--- src/rtl/ahfp_pkg.sv ---
// Shared constants and stage records for the ahfp normaliser pipeline.
// AHFP_NORM_ROUND_EN adds a guard bit to the S2 record for round-to-nearest.
package ahfp_pkg;

    localparam int EXP_W     = 8;
    localparam int FRAC_W    = 23;
    localparam int RAW_MAN_W = 26;
    localparam int LZC_W     = 5;

    localparam logic [EXP_W-1:0] EXP_MAX    = 8'hFF;
    localparam logic [31:0]      FP_ZERO    = 32'h0000_0000;
    localparam logic [30:0]      FP_INF_MAG = 31'h7F80_0000;

    // S1 -> S2: raw operand plus leading-zero analysis; carry bit kept as a flag.
    typedef struct packed {
        logic                   sign;
        logic [EXP_W-1:0]       exp;
        logic [RAW_MAN_W-2:0]   man;
        logic [LZC_W-1:0]       lz;
        logic                   carry;
        logic                   zero;
    } s1_rec_t;

    // S2 -> S3: normalised fraction with 9-bit exponent so overflow is visible.
    typedef struct packed {
        logic                   sign;
        logic [EXP_W:0]         exp;
        logic [FRAC_W-1:0]      frac;
`ifdef AHFP_NORM_ROUND_EN
        logic                   guard;
`endif
        logic                   flush;
    } s2_rec_t;

endpackage

--- src/rtl/ahfp_lzd.sv ---
// Combinational leading-zero detector; an all-zero input reports IN_W zeros.
module ahfp_lzd #(
    parameter int IN_W = 25,
    parameter int LZ_W = 5
) (
    input  logic [IN_W-1:0] data_i,
    output logic [LZ_W-1:0] lz_o,
    output logic            zero_o
);

    // Scanning upward lets the highest set bit win.
    always_comb begin
        lz_o   = LZ_W'(IN_W);
        zero_o = (data_i == '0);
        for (int i = 0; i < IN_W; i++) begin
            if (data_i[i]) begin
                lz_o = LZ_W'(IN_W - 1 - i);
            end
        end
    end

endmodule

--- src/rtl/ahfp_norm_pipe.sv ---
// Three-stage post-add normaliser: LZD, normalising shift, IEEE-754 pack.
// Define AHFP_NORM_ROUND_EN for round-to-nearest (ties away); default truncates.
module ahfp_norm_pipe
    import ahfp_pkg::*;
#(
    parameter int MAN_W = RAW_MAN_W,
    parameter int LZ_W  = LZC_W
) (
    input  logic             clk,
    input  logic             reset,
    input  logic             in_valid,
    output logic             in_ready,
    input  logic             in_sign,
    input  logic [7:0]       in_exp,
    input  logic [MAN_W-1:0] in_man,
    output logic             out_valid,
    input  logic             out_ready,
    output logic [31:0]      out_result
);

    logic        s1_valid_q;
    logic        s2_valid_q;
    logic        out_valid_q;
    s1_rec_t     s1_q, s1_d;
    s2_rec_t     s2_q, s2_d;
    logic [31:0] out_result_q, result_d;

    logic        ld1, ld2, ld3;
    logic [LZ_W-1:0] lzd_count;
    logic        lzd_zero;

    // A stage may load when empty or when its own word is leaving this cycle.
    assign ld3 = !out_valid_q | out_ready;
    assign ld2 = !s2_valid_q  | ld3;
    assign ld1 = !s1_valid_q  | ld2;

    assign in_ready   = ld1;
    assign out_valid  = out_valid_q;
    assign out_result = out_result_q;

    ahfp_lzd #(
        .IN_W (MAN_W-1),
        .LZ_W (LZ_W)
    ) u_lzd (
        .data_i (in_man[MAN_W-2:0]),
        .lz_o   (lzd_count),
        .zero_o (lzd_zero)
    );

    always_comb begin
        s1_d       = '0;
        s1_d.sign  = in_sign;
        s1_d.exp   = in_exp;
        s1_d.man   = in_man[MAN_W-2:0];
        s1_d.lz    = lzd_count;
        s1_d.carry = in_man[MAN_W-1];
        s1_d.zero  = lzd_zero & !in_man[MAN_W-1];
    end

    logic [EXP_W:0] exp9, lz9;

`ifdef AHFP_NORM_ROUND_EN
    logic [FRAC_W:0] fg_carry, fg_shift;
    assign fg_carry = s1_q.man[24:1];
    assign fg_shift = 24'(s1_q.man[23:0] << s1_q.lz);
`endif

    always_comb begin
        s2_d      = '0;
        s2_d.sign = s1_q.sign;
        exp9      = {1'b0, s1_q.exp};
        lz9       = 9'(s1_q.lz);
        if (s1_q.carry) begin
            s2_d.exp = exp9 + 9'd1;
`ifdef AHFP_NORM_ROUND_EN
            {s2_d.frac, s2_d.guard} = fg_carry;
`else
            s2_d.frac = s1_q.man[24:2];
`endif
        end else if (s1_q.zero || (exp9 <= lz9)) begin
            // Result would be zero or denormal: flush instead.
            s2_d.flush = 1'b1;
        end else begin
            s2_d.exp = exp9 - lz9;
`ifdef AHFP_NORM_ROUND_EN
            {s2_d.frac, s2_d.guard} = fg_shift;
`else
            s2_d.frac = 23'((s1_q.man[23:0] << s1_q.lz) >> 1);
`endif
        end
    end

    logic [EXP_W:0]    exp_w;
    logic [FRAC_W-1:0] frac_w;

    always_comb begin
        exp_w  = s2_q.exp;
        frac_w = s2_q.frac;
`ifdef AHFP_NORM_ROUND_EN
        if (s2_q.guard) begin
            if (&s2_q.frac) begin
                frac_w = '0;
                exp_w  = s2_q.exp + 9'd1;
            end else begin
                frac_w = s2_q.frac + 23'd1;
            end
        end
`endif
        if (s2_q.flush) begin
            result_d = FP_ZERO;
        end else if (exp_w >= {1'b0, EXP_MAX}) begin
            result_d = {s2_q.sign, FP_INF_MAG};
        end else begin
            result_d = {s2_q.sign, exp_w[EXP_W-1:0], frac_w};
        end
    end

    always_ff @(posedge clk) begin
        if (reset) begin
            s1_valid_q   <= 1'b0;
            s2_valid_q   <= 1'b0;
            out_valid_q  <= 1'b0;
            out_result_q <= FP_ZERO;
            s1_q         <= '0;
            s2_q         <= '0;
        end else begin
            if (ld1) begin
                s1_valid_q <= in_valid;
                if (in_valid) s1_q <= s1_d;
            end
            if (ld2) begin
                s2_valid_q <= s1_valid_q;
                if (s1_valid_q) s2_q <= s2_d;
            end
            if (ld3) begin
                out_valid_q <= s2_valid_q;
                if (s2_valid_q) out_result_q <= result_d;
            end
        end
    end

endmodule

--- config.mk ---
export PLATFORM = sky130hd
export DESIGN_NAME = ahfp_norm_pipe
export DESIGN_NICKNAME = d
export VERILOG_FILES = /design/src/rtl/ahfp_pkg.sv /design/src/rtl/ahfp_lzd.sv /design/src/rtl/ahfp_norm_pipe.sv
export SDC_FILE = /design/constraint.sdc
export NUM_CORES = 1
export LEC_CHECK = 0
export BUFFER_PORTS_ARGS = -buffer_cell sky130_fd_sc_hd__buf_2
export CAP_MARGIN = 20
export CELL_PAD_IN_SITES_DETAIL_PLACEMENT = 1
export CELL_PAD_IN_SITES_GLOBAL_PLACEMENT = 2
export CORE_ASPECT_RATIO = 0.8
export CORE_MARGIN = 2
export CORE_UTILIZATION = 36
export CTS_BUF_LIST = sky130_fd_sc_hd__clkbuf_8
export CTS_CLUSTER_SIZE = 14
export DETAILED_ROUTE_END_ITERATION = 10
export PLACE_DENSITY = 0.93
export SLEW_MARGIN = 20
export SYNTH_ARGS = -nofsm -noshare
export SYNTH_HDL_FRONTEND = slang
export SYNTH_HIERARCHICAL = 1
export SYNTH_SLANG_ARGS = --single-unit
--- constraint.sdc ---
create_clock -name clk -period 3.9 [get_ports clk]
set_input_delay 0.39 -clock clk [delete_from_list [all_inputs] [get_ports clk]]
set_output_delay 0.39 -clock clk [all_outputs]
set_load 0.02 [all_outputs]
# Word-level counts from Yosys, hierarchy flattened
# Index checks and enable logic that the tools add are counted.
[classes]
addsub = 2
n_lt_le_gt_ge = 2
n_shift = 1
n_mux = 31
bitwise_logic = 4
reduce_logical = 9
[op_table]
columns = ["operator", "n"]
rows = [
  ["32-bit 2-to-1 mux", 3],
  ["5-bit 2-to-1 mux", 16],
  ["4-bit 2-to-1 mux", 8],
  ["31-bit 2-to-1 mux", 1],
  ["25-bit zero test", 1],
  ["24-bit by 5-bit << shifter with 24-bit output", 1],
  ["8-bit by 1-bit adder with 9-bit output (second input constant)", 1],
  ["9-bit by 8-bit >= comparator with 1-bit output (second input constant)", 1],
  ["8-bit by 5-bit subtractor with 9-bit output", 1],
  ["8-bit by 5-bit less-or-equal comparator with 1-bit output", 1],
  ["2-bit AND reduction", 3],
  ["1-bit zero test", 4],
  ["1-bit 2-to-1 mux", 3],
  ["1-bit OR", 3],
  ["1-bit bitwise AND", 1],
  ["1-bit logical OR", 1],
]
[word_totals]
register_bits = 110
input_bits = 39

# Depth between registers and ports, before layout
[logic_depth]
word_depth = 25
ltp_mapped = 10
depth_no_buf = 10

# Cells and area by module
# Netlist, hierarchy kept.
[by_module_without_submodules]
columns = ["mod", "n_inst", "cells_per_inst", "area_each_um2"]
rows = [
  ["ahfp_norm_pipe", 1, 716, 5780.5],
  ["ahfp_lzd", 1, 51, 287.8],
]

# Least setup slack after synthesis
# OpenSTA, ideal clock, no wires.
[synth_path]
path_kind = "register to register"
start = "register s1_q, in the netlist lz9[3]"
end = "register s2_q, in the netlist frac_w[6]"
setup_ps = 79
t_arrival_ps = 2636
required_ps = 3821
slack_ps = 1185
stages_incl_launch_ff = 11
n_path_buf = 2
synth_period_minus_slack_ps = 2715
cell_sequence = "dfxtp_1 -> inv_1 -> clkbuf_1 -> ha_1 -> and3_4 -> nor2b_1 -> a311o_1 -> or2_1 -> buf_6 -> or3_1 -> a211oi_2"
[synth_between]
elab_chain_len = 4
[synth_rtl]
columns = ["element", "line_no", "source"]
rows = [
  ["from (decl)", "ahfp_norm_pipe.sv:24", "s1_rec_t s1_q, s1_d;"],
  ["from (signal assigned)", "ahfp_norm_pipe.sv:124", "s1_q <= '0;"],
  ["from (signal assigned)", "ahfp_norm_pipe.sv:129", "if (in_valid) s1_q <= s1_d;"],
  ["8-bit by 5-bit less-or-equal comparator with 1-bit output", "ahfp_norm_pipe.sv:80", "end else if (s1_q.zero || (exp9 <= lz9)) begin"],
  ["1-bit logical OR", "ahfp_norm_pipe.sv:80", ""],
  ["32-bit 2-to-1 mux (*)", "ahfp_norm_pipe.sv:80", ""],
  ["32-bit 2-to-1 mux (*)", "ahfp_norm_pipe.sv:73", "if (s1_q.carry) begin"],
  ["to (signal assigned)", "ahfp_norm_pipe.sv:125", "s2_q <= '0;"],
  ["to (signal assigned)", "ahfp_norm_pipe.sv:133", "if (s1_valid_q) s2_q <= s2_d;"],
  ["to (decl)", "ahfp_norm_pipe.sv:25", "s2_rec_t s2_q, s2_d;"],
]
# Mark *: on every way between the ends. The rest lies on a longest branch, timed or not.
# A chain may end at the register's enable or synchronous reset.

# Final worst setup path
[layout_path]
start = "register s1_q, in the netlist lz9[4]"
end = "register s2_q, in the netlist frac_w[10]"
# Same word-level chain as after synthesis.

==> impl_metrics.env <==
export IMPL_fmax_ghz=0.327
export IMPL_grt_max_degree=80
export IMPL_wl_per_cell_um=18.7
export IMPL_period_needed_ns=3.06
export IMPL_startpoint_type="flop"
export IMPL_io_buffers=72
export IMPL_antenna_cells=0
export IMPL_synth_area_top_cells="dfxtp_1, nand2_1, a21oi_1"
export IMPL_hold_path_startpoint="in_exp[6]"
export IMPL_synthSimpleGateAreaFrac=0.229
export IMPL_yosysSeqAreaShare=0.363
export IMPL_synth_adder_area_share=0.0157
export IMPL_avgSynthCellArea_um2=7.91
export IMPL_dpl_cell_area_um2=6570
export IMPL_dr_pass1_iters=4
export IMPL_synth_ff_type="dfxtp_1"
export IMPL_clock_sinks=110
export IMPL_wirelength_mm=19.2
export IMPL_clk_pin_slew_ns=0.11
export IMPL_postCtsHoldBufs=0
export IMPL_tns_ns=0
export IMPL_grt_usage=0.218
export IMPL_fin_cells=1027
export IMPL_drv_slew=0
export IMPL_coreArea_um2=16500
export IMPL_die_area_um2=17900
export IMPL_r2r_end="frac_w[10]"
export IMPL_design_area_um2=6790
export IMPL_ir_worst_vdd_mv=0.132
export IMPL_hold_viol=0
export IMPL_cts_tree="built"
export IMPL_numCtsBuffers=9
export IMPL_ys_ff_latch=110
export IMPL_p_leak_nw=2.54
export IMPL_final_common_cell="nand2_1"
export IMPL_avgViaCountPerCell=5.68
export IMPL_rrSetupSlack_ns=0.84
export IMPL_drc_errors=0
export IMPL_fillers=2082
export IMPL_cp_required_ns=4.21
export IMPL_slew_headroom=0.351
export IMPL_synthMuxAreaShare=0.133
export IMPL_synth_compound_area_frac=0.194
export IMPL_final_antenna_net_count=0
export IMPL_top_level_ports=73
export IMPL_clk_latency_ns=0.39
export IMPL_holdPathEnd="exp9[6]"
export IMPL_syn_inst=767
export IMPL_gr_total_overflow=0
export IMPL_synth_area_um2=6070
export IMPL_postCtsSetupRepairBufs=0
export IMPL_antenna_found_initial=0
export IMPL_syn_nets=813
export IMPL_whs_ns=0.237
export IMPL_grt_pass1_vias=5698
export IMPL_die_h_um=120
export IMPL_rsz0062_at_grt="no"
export IMPL_arrival_ns=3.37
export IMPL_cts_root_buffer="clkbuf_8"
export IMPL_maxCapViolCount=0
export IMPL_ys_async_sr_fraction=0
export IMPL_ctsLongestPathBuffers=2
export IMPL_synth_top_cell_area_share=0.363
export IMPL_min_path_type="primary input to flop"
export IMPL_final_cell_mix="nand2_1, dfxtp_1, nor2_1, a21oi_1, buf_2"
export IMPL_start_util=0.368
export IMPL_synth_top_family_by_area="simple AND/OR/NAND/NOR gates"
export IMPL_hold_depth=3
export IMPL_gp_congestion=0.950
export IMPL_r2r_start="lz9[4]"
export IMPL_yosysWarnings=6
export IMPL_synth_xor_area_frac=0.0144
export IMPL_cts_htree_levels=3
export IMPL_power_density_nw_per_um2=358
export IMPL_finalCritPeriodShare=0.785
export IMPL_finalSetupViolCount=0
export IMPL_fin_skew_ns=0.0105
export IMPL_grt_pass1_wl_mm=30.9
export IMPL_drtIter0Drc=363
export IMPL_vias=5838
export IMPL_status="finished clean"
export IMPL_cts_resized=0
export IMPL_nNetsFinal=849
export IMPL_rows=42
export IMPL_crit_fanout=11
export IMPL_dp_cells=1012
export IMPL_tightest_slew_ns=0.973
export IMPL_end_kind="flop"
export IMPL_die_w_um=149
export IMPL_final_layout_size_suffix_gt1_frac=0.164
export IMPL_area_growth_pct=11.8
export IMPL_ys_types=59
export IMPL_post_dp_hpwl_mm=14.0
export IMPL_synth_top_area_cell="dfxtp_1"
export IMPL_worst_r2r_cell_count=8
export IMPL_worstSetupPathType="flop to flop"
export IMPL_synth_edf_count=0
registers in the layout (all words and copies together) (netlist names):
| name | cells |
|---|---|
| exp9 | 8 |
| lz9 | 5 |
| exp_w | 9 |
| s1_q | 28 |
| s2_valid_q | 1 |
| s1_valid_q | 1 |
| out_result | 32 |
| frac_w | 23 |
| out_valid | 1 |
| s2_q | 2 |
cell families after synthesis:
group	after synthesis
adders and majority gates	7
muxes	62
and+or+nand+nor	315
buffers and inverters	74
xor gates and xnor gates	10
AOI/OAI and AO/OA	189
DFF	110
area by class of cell:
cell class	count	area (um^2)	area share
Clock buffer	9	124	0.0183
Clock inverter	6	93.8	0.0138
Inverter	14	52.6	0.00774
Multi-Input combinational cell	583	3580	0.527
Sequential cell	110	2200	0.325
Tap cell	220	275	0.0406
Timing Repair Buffer	85	460	0.0679
metal layers:
layer	vias up	track usage	wire, um
met5	-	0	0
met4	0	0.0530	255
met3	21	0.0384	834
met2	152	0.360	9070
met1	2866	0.296	9080
li1	2799	-	-
how the worst max path moves through the flow:
stage                     startpoint          to  slack, ns  cells past startpoint
after global placement        lz9[4]  frac_w[10]       1.06                      8
final                         lz9[4]  frac_w[10]       0.84                      8
after floorplan               lz9[3]   frac_w[6]       1.19                     10
after detailed placement      lz9[4]  frac_w[10]       0.98                      8
after CTS                     lz9[4]  frac_w[10]       0.95                      8
after global routing          lz9[4]  frac_w[10]       0.66                      8
stage by stage:
stage / total power [mW] / worst slack (ns) / utilization
floorplan: 1.53 / 1.19 / -
global placement: 1.66 / 1.06 / 0.398
detailed placement: 1.67 / 0.985 / 0.398
CTS: 2.45 / 0.946 / 0.411
global route: 2.54 / 0.663 / 0.411
finish: 2.43 / 0.839 / 0.411
cells in the mapped netlist, types with 6 or more instances:
master / n
buf_2: 11
o22ai_1: 11
o21ai_0: 15
a211oi_1: 9
ha_1: 6
a22oi_1: 25
clkbuf_1: 42
nor4_1: 8
mux2_2: 8
a221oi_1: 7
xnor2_1: 7
mux2i_1: 40
nor3_1: 29
nand3_1: 14
a21oi_1: 89
inv_1: 13
mux4_2: 14
dfxtp_1: 110
and3_1: 9
nor2_1: 104
nand2_1: 121
report_power, final:
| group | leakage (nW) | switching, mW | internal (mW) |
|---|---|---|---|
| Clock | 0.112 | 0.415 | 0.367 |
| Sequential | 0.899 | 0.0628 | 1.17 |
| Combinational | 1.53 | 0.254 | 0.159 |
| Total | 2.54 | 0.731 | 1.70 |
critical path, cell delays in order, from the launching register on:
cell and delay (ns):
dfxtp_1 0.56, inv_1 0.15, ha_1 0.36, and3_4 0.18, nor2b_1 0.12, a311o_1 0.41, nor3_1 0.71, o211ai_1 0.20
a211oi_1 0.28
(Power assumes the default switching activity.)
